--- src/rtl/cla_nibble_seq_ctrl.sv ---
// Sequential WIDTH-bit adder that reuses one 4-bit carry-lookahead slice,
// processing one nibble per cycle from least significant upward.

module cla_4bit (
    input  logic [3:0] a,
    input  logic [3:0] b,
    input  logic       cin,
    output logic [3:0] sum,
    output logic       cout
);
    logic [3:0] g;
    logic [3:0] p;
    logic [4:0] c;

    assign g    = a & b;
    assign p    = a ^ b;
    assign c[0] = cin;
    assign c[1] = g[0] | (p[0] & cin);
    assign c[2] = g[1] | (p[1] & g[0]) | (p[1] & p[0] & cin);
    assign c[3] = g[2] | (p[2] & g[1]) | (p[2] & p[1] & g[0])
                | (p[2] & p[1] & p[0] & cin);
    assign c[4] = g[3] | (p[3] & g[2]) | (p[3] & p[2] & g[1])
                | (p[3] & p[2] & p[1] & g[0]) | (p[3] & p[2] & p[1] & p[0] & cin);
    assign sum  = p ^ c[3:0];
    assign cout = c[4];
endmodule

module cla_nibble_seq_ctrl #(
    parameter int WIDTH = 16
) (
    input  logic             clk,
    input  logic             rst_n,
    input  logic             start,
    input  logic [WIDTH-1:0] a,
    input  logic [WIDTH-1:0] b,
    input  logic             cin,
    output logic             busy,
    output logic             done,
    output logic [WIDTH-1:0] sum,
    output logic             cout
);
    localparam int NIB  = WIDTH / 4;
    localparam int IDXW = (NIB > 1) ? $clog2(NIB) : 1;

    localparam logic [1:0] IDLE = 2'd0;
    localparam logic [1:0] RUN  = 2'd1;
    localparam logic [1:0] DONE = 2'd2;

    logic [1:0]       state;
    logic [IDXW-1:0]  idx;
    logic             carry;
    logic [WIDTH-1:0] opa;
    logic [WIDTH-1:0] opb;
    logic [IDXW+1:0]  base;
    logic [3:0]       s_sum;
    logic             s_cout;

    // Bit offset of the current nibble (idx * 4)
    assign base = {idx, 2'b00};

    cla_4bit u_slice (
        .a    (opa[base +: 4]),
        .b    (opb[base +: 4]),
        .cin  (carry),
        .sum  (s_sum),
        .cout (s_cout)
    );

    assign busy = (state == RUN);
    assign done = (state == DONE);

    always_ff @(posedge clk) begin
        if (!rst_n) begin
            state <= IDLE;
            idx   <= '0;
            carry <= 1'b0;
            sum   <= '0;
            cout  <= 1'b0;
            opa   <= '0;
            opb   <= '0;
        end else begin
            case (state)
                IDLE: begin
                    if (start) begin
                        opa   <= a;
                        opb   <= b;
                        carry <= cin;
                        sum   <= '0;
                        cout  <= 1'b0;
                        idx   <= '0;
                        state <= RUN;
                    end
                end
                RUN: begin
                    sum[base +: 4] <= s_sum;
                    carry          <= s_cout;
                    if (idx == IDXW'(NIB - 1)) begin
                        cout  <= s_cout;
                        state <= DONE;
                    end else begin
                        idx <= idx + IDXW'(1);
                    end
                end
                DONE:    state <= IDLE;
                default: state <= IDLE;
            endcase
        end
    end
endmodule
--- config.mk ---
export PLATFORM = sky130hd
export DESIGN_NAME = cla_nibble_seq_ctrl
export DESIGN_NICKNAME = d
export VERILOG_FILES = /design/src/rtl/cla_nibble_seq_ctrl.sv
export SDC_FILE = /design/constraint.sdc
export NUM_CORES = 1
export LEC_CHECK = 0
export BUFFER_PORTS_ARGS = -buffer_cell sky130_fd_sc_hd__buf_2
export CAP_MARGIN = 20
export CORE_MARGIN = 2
export CORE_UTILIZATION = 25
export DETAILED_ROUTE_END_ITERATION = 7
export PLACE_DENSITY = 0.48
export SYNTH_ARGS = -nofsm -noshare
export SYNTH_HDL_FRONTEND = slang
export SYNTH_SLANG_ARGS = --single-unit
export TNS_END_PERCENT = 100
--- constraint.sdc ---
create_clock -name clk -period 2.55 [get_ports clk]
set_input_delay 0.1275 -clock clk [delete_from_list [all_inputs] [get_ports clk]]
set_output_delay 0.1275 -clock clk [all_outputs]
set_load 0.01 [all_outputs]
==> impl_metrics.json, run 1 <==
{
  "yosysWarnings": 0,
  "io_buffers": 54,
  "num_rows": 36,
  "slowest_delay_ns": 0.60,
  "fin_util_pct": 30.7,
  "grt_pass1_wl_um": 10200,
  "area_growth_pct": 18.0,
  "cp-startpoint": "idx[0]",
  "num_antenna_cells": 0,
  "routedWlPerCell_um": 13.1,
  "hold_viol": 0,
  "clk_pin_slew_ns": 0.11,
  "power.switching_w": 0.000467,
  "p_int_w": 0.00122,
  "ys_async_sr_fraction_pct": 0,
  "r2r_end": "sum[15]",
  "yosysMostFrequentCell": "nand2_1",
  "clkLatencyLatePin_ns": 0.31,
  "end_kind": "register",
  "yosysTopAreaCellShare_pct": 42.1,
  "track_usage_pct": 11.4,
  "ys_ff_latch": 54,
  "cp_slowest_cell": "mux4_2",
  "syn_area_um2": 2560,
  "grt_max_degree": 41,
  "first_global_vias": 1994,
  "ff2ff_path_depth": 6,
  "dpl.hpwl_um": 4480,
  "dieArea_um2": 11100,
  "cts_root_buffer": "clkbuf_8",
  "crit_type": "reg -> reg",
  "fill_cells": 1067,
  "drt-total-wl_um": 5960,
  "cts_tree": "built",
  "grt_antenna_before_repair": 0,
  "numCtsBuffers": 5,
  "hold_buffers": 0,
  "h-tree-depth": 2,
  "ant_nets": 0,
  "pin_count": 55,
  "synth_area_leader_cell": "dfxtp_1",
  "maxSlewViolCount": 0,
  "start_util_pct": 26.0,
  "synthTopCellsByArea": "dfxtp_1 42%, nand2_1 12%, a21boi_1 8.8%",
  "comb_power_share_pct": 15.8,
  "powerDensity_nw_per_um2": 558,
  "crit_end": "sum[15]",
  "cp_cell_sequence": "mux4_2 > ha_1 > a211o_1 > a21oi_2 > xnor2_1 > o21ai_1",
  "drive_above_1_share_pct": 26.9,
  "top_layer": "met4",
  "leakage_nw": 1.27,
  "cp_max_fo": 6,
  "fp.dieW_um": 105,
  "p_seq_share_pct": 53.9,
  "viasPerCell": 4.33,
  "tightestPinTransition_ns": 0.626,
  "r2r_start": "idx[0]",
  "netSwitchingFraction_pct": 27.6,
  "cts_num_sinks": 54,
  "setup_viol": 0,
  "fin_crit_sh_pct": 90.3,
  "synth_edf_count": 0,
  "clock.fmax_mhz": 434,
  "critPathRequiredTime_ns": 2.76,
  "vias": 1976,
  "r2r_slack_ns": 0.25,
  "first_iter_violations": 70,
  "synth_common_cells": "79 x nand2_1, 54 x dfxtp_1, 30 x a21boi_1",
  "outcome": "finished clean",
  "clockPowerShare_pct": 30.3,
  "setup-tns-final_ns": 0,
  "met2_length_um": 2350,
  "firstDrtPassIters": 4,
  "routedLengthMet1_um": 3250,
  "cts_max_path_buffers": 2,
  "place.gp.congestion": 0.739,
  "rsz0062_at_grt": "false",
  "grt_overflow_total": 0,
  "synth_ff_type": "dfxtp_1",
  "hold_class": "in -> reg",
  "ys_types": 39,
  "cp-start-kind": "register",
  "finClkSkew_ns": 0.0135,
  "syn_area_per_cell_um2": 9.43,
  "route.detailed.drc": 0,
  "ir_drop_mv": 0.358,
  "slew_headroom_pct": 58.2,
  "synth_cells": 272,
  "crit_arrival_ns": 2.51,
  "wl_met3_um": 307,
  "final_nets": 368,
  "dieHeight_um": 105,
  "postCtsSetupBuffers": 0,
  "fin_crit_ns": 2.30,
  "ys_seq_area_share_pct": 42.1,
  "drv_cap": 0,
  "syn-num-nets": 318,
  "core-area_um2": 9860
}
## timing repair
action	4_1_cts	5_1_grt
endpoints found under the setup margin	0	4
gates resized for setup	0	1
endpoints found under the hold margin	0	0
## area by class of cell
cell class | count | area, um2 | share of cell area, %
well taps | 133 | 166 | 5.50
flip-flops and latches | 54 | 1080 | 35.7
multi-input cells | 196 | 1350 | 44.7
clock buffers | 7 | 86.3 | 2.85
clock inverters | 1 | 5.00 | 0.165
repair buffers | 60 | 315 | 10.4
inverters | 5 | 18.8 | 0.620
## through the flow
stage | instances | cell area (um2) | setup WS, ns | power [W] | hold slack [ns]
6_report | 456 | 3030 | 0.247 | 0.00169 | 0.0414
5_1_grt | 456 | 3030 | 0.0381 | 0.00177 | 0.0411
4_1_cts | 456 | 3030 | 0.0742 | 0.00170 | 0.0419
3_5_place_dp | 448 | 2940 | 0.101 | 0.00120 | 0.376
3_3_place_gp | 448 | 2940 | 0.141 | 0.00120 | 0.372
2_1_floorplan | 272 | 2560 | 0.145 | 0.00111 | 0.262
## per-layer routing
metal	track usage, %	vias to the layer above
li1	-	1026
met1	17.1	893
met2	16.5	51
met3	3.03	6
met4	2.29	0
met5	0	-
## cells in the final DEF, fill, tap and decap left out, types with 2 or more instances in the layout
cell and instances:
mux4_2 8, a22oi_1 9, nand3_1 9, inv_1 5, o21ai_1 6, clkbuf_8 6
nand2b_4 2, nand2_1 79, buf_2 54, a211o_1 2, nor2b_1 12, dfxtp_1 53
a21o_1 3, a21boi_0 3, ha_1 9, a21o_2 2, buf_4 6, a21boi_1 30
o21ai_0 3
## sequential cells by signal (all words and copies together), names as in the netlist
register	flops
carry	1
cout	1
idx	2
opa	16
opb	16
state	2
sum	16
## cell families after synthesis
family	share of synthesized area (%)
and+or+nand+nor	21.6
AOI/OAI and AO/OA	18.3
DFF	42.1
buffers and inverters	5.07
adders and majority gates	5.17
muxes	7.02
xor gates and xnor gates	0.683
## power groups by stage
stage / Clock, W / Sequential (W) / Combinational [W]
6_report: 0.000512 / 0.000910 / 0.000268
5_1_grt: 0.000556 / 0.000916 / 0.000303
4_1_cts: 0.000522 / 0.000911 / 0.000272
3_5_place_dp: 0 / 0.000930 / 0.000270
3_3_place_gp: 0 / 0.000931 / 0.000268
2_1_floorplan: 0 / 0.000917 / 0.000198
## worst min path at each step
stage	end	startpoint	cells after the start
finish	opa[10]	a[10]	3
global route	opa[2]	a[2]	3
CTS	opa[10]	a[10]	3
detailed placement	opa[10]	a[10]	3
global placement	opa[10]	a[10]	3
floorplan	opa[0]	a[0]	2
## worst max-delay path, delay by kind of cell, from the launching register on
family,cells,cell delay (ns)
fa+ha+maj,1,0.33
compound gates,3,0.59
xor+xnor,1,0.22
flops,1,0.45
mux,1,0.60
Power figures use the tool's default switching activity.
==> run 2, diff against run 1 <==
- CORE_MARGIN: 2 -> 4
- CORE_UTILIZATION: 25 -> 49
- PLACE_DENSITY: 0.48 -> 0.8
==> impl_metrics.json, run 2 (synthesized netlist as in run 1, its figures left out) <==
{
  "outcome": "finished clean",
  "route.detailed.drc": 0,
  "fp.dieW_um": 80.4,
  "area_growth_pct": 15.8,
  "whs_ns": 0.0458,
  "h-tree-depth": 2,
  "finalNonFillerCells": 393,
  "viasPerCell": 5.12,
  "drv_cap": 0,
  "fill_cells": 467,
  "hold_viol": 0,
  "place.gp.congestion": 0.873,
  "firstDrtPassIters": 4,
  "cts_root_buffer": "clkbuf_8",
  "cp-start-kind": "register",
  "rsz0062_at_grt": "false",
  "dp_cells": 385,
  "clkLatencyLatePin_ns": 0.30,
  "final_nets": 368,
  "fin_crit_ns": 2.31,
  "clk_pin_slew_ns": 0.10,
  "hold_buffers": 0,
  "layout_commonest_cell": "nand2_1",
  "io_buffers": 54,
  "drive_above_1_share_pct": 26.9,
  "num_rows": 26,
  "seqCellArea_um2": 1080,
  "setup_viol": 0,
  "slew_headroom_pct": 66.4,
  "first_global_vias": 1858,
  "end_kind": "register",
  "top_regs": "opa: 16 flops, opb: 16 flops, sum: 16 flops",
  "maxSlewViolCount": 0,
  "drt-total-wl_um": 5410,
  "num_antenna_cells": 0,
  "powerDensity_nw_per_um2": 587,
  "postCtsSetupBuffers": 0,
  "grt_overflow_total": 0,
  "core-area_um2": 5070,
  "grt_pass1_wl_um": 8870,
  "hold_class": "in -> reg",
  "track_usage_pct": 17.9,
  "cts_max_path_buffers": 2,
  "fin_util_pct": 58.5,
  "finClkSkew_ns": 0.00388,
  "placedInstanceArea_um2": 2860,
  "vias": 2014,
  "grt_antenna_before_repair": 0,
  "fin_area_um2": 2970,
  "cts_tree": "built",
  "grt_max_degree": 35,
  "ir_drop_mv": 0.337,
  "mostFrequentLayoutCells": "79 x nand2_1, 54 x dfxtp_1, 54 x buf_2, 30 x a21boi_1, 12 x nor2b_1",
  "cts_resized": 0,
  "dieArea_um2": 6460,
  "routedWlPerCell_um": 13.8,
  "multi_input_area_um2": 1350,
  "pin_count": 55,
  "clock.fmax_mhz": 432,
  "dpl.hpwl_um": 4050,
  "leakage_nw": 1.28,
  "fin_crit_sh_pct": 90.8,
  "crit_type": "reg -> reg",
  "ant_nets": 0,
  "cts_num_sinks": 54,
  "critPathRequiredTime_ns": 2.74,
  "setup-tns-final_ns": 0,
  "numCtsBuffers": 5,
  "cp_max_fo": 4,
  "first_iter_violations": 105,
  "dieHeight_um": 80.4,
  "tightestPinTransition_ns": 0.504,
  "start_util_pct": 50.5,
  "crit_arrival_ns": 2.50
}
==> run 2: cell count changes in the layout (fill, tap and decap cells not counted), sizes merged <==
| cell | delta |
|---|---|
| bufinv | +1 |
| inv | +1 |
| clkbuf | -2 |
==> run 2: report_power, final <==
part	leakage (nW)	switching, W	internal, W
logic	0.781	0.000141	0.000120
clock network	0.0585	0.000281	0.000295
registers	0.441	0.0000267	0.000881
==> run 2: cell type report <==
cell class,count,area share (%)
Multi-Input combinational cell,196,45.6
Clock inverter,3,1.47
Tap cell,70,2.95
Sequential cell,54,36.4
Inverter,5,0.632
Timing Repair Buffer,60,10.6
Clock buffer,5,2.32
==> run 2: metal layers <==
layer / vias up / track usage (%) / wire, um
met4: 0 / 5.57 / 67
met1: 939 / 23.5 / 2450
met2: 47 / 29.1 / 2610
met5: - / 0 / 0
met3: 5 / 3.92 / 270
li1: 1023 / - / -
==> run 2: critical path: stages (launching register included) <==
cell and delay (ns):
dfxtp_1 0.34, buf_4 0.15, mux4_2 0.56, ha_1 0.33, a211o_1 0.31, a21oi_2 0.17, xnor2_1 0.21, o21ai_1 0.12
==> run 2: worst paths after layout <==
| kind | startpoint | slack [ns] | end | cells past startpoint |
|---|---|---|---|---|
| setup / recovery | idx[0] | 0.24 | sum[11] | 7 |
| hold / removal | a[9] | 0.05 | opa[9] | 3 |
| setup reg to reg | idx[0] | 0.24 | sum[11] | 7 |
| hold reg to reg | opa[3] | 0.46 | opa[3] | 2 |
==> run 2: through the flow <==
step / setup WS [ns] / total power, W
after floorplan: 0.145 / 0.00111
after global placement: 0.322 / 0.00118
after detailed placement: 0.239 / 0.00119
after CTS: 0.222 / 0.00176
after global routing: 0.0787 / 0.00183
final: 0.235 / 0.00174
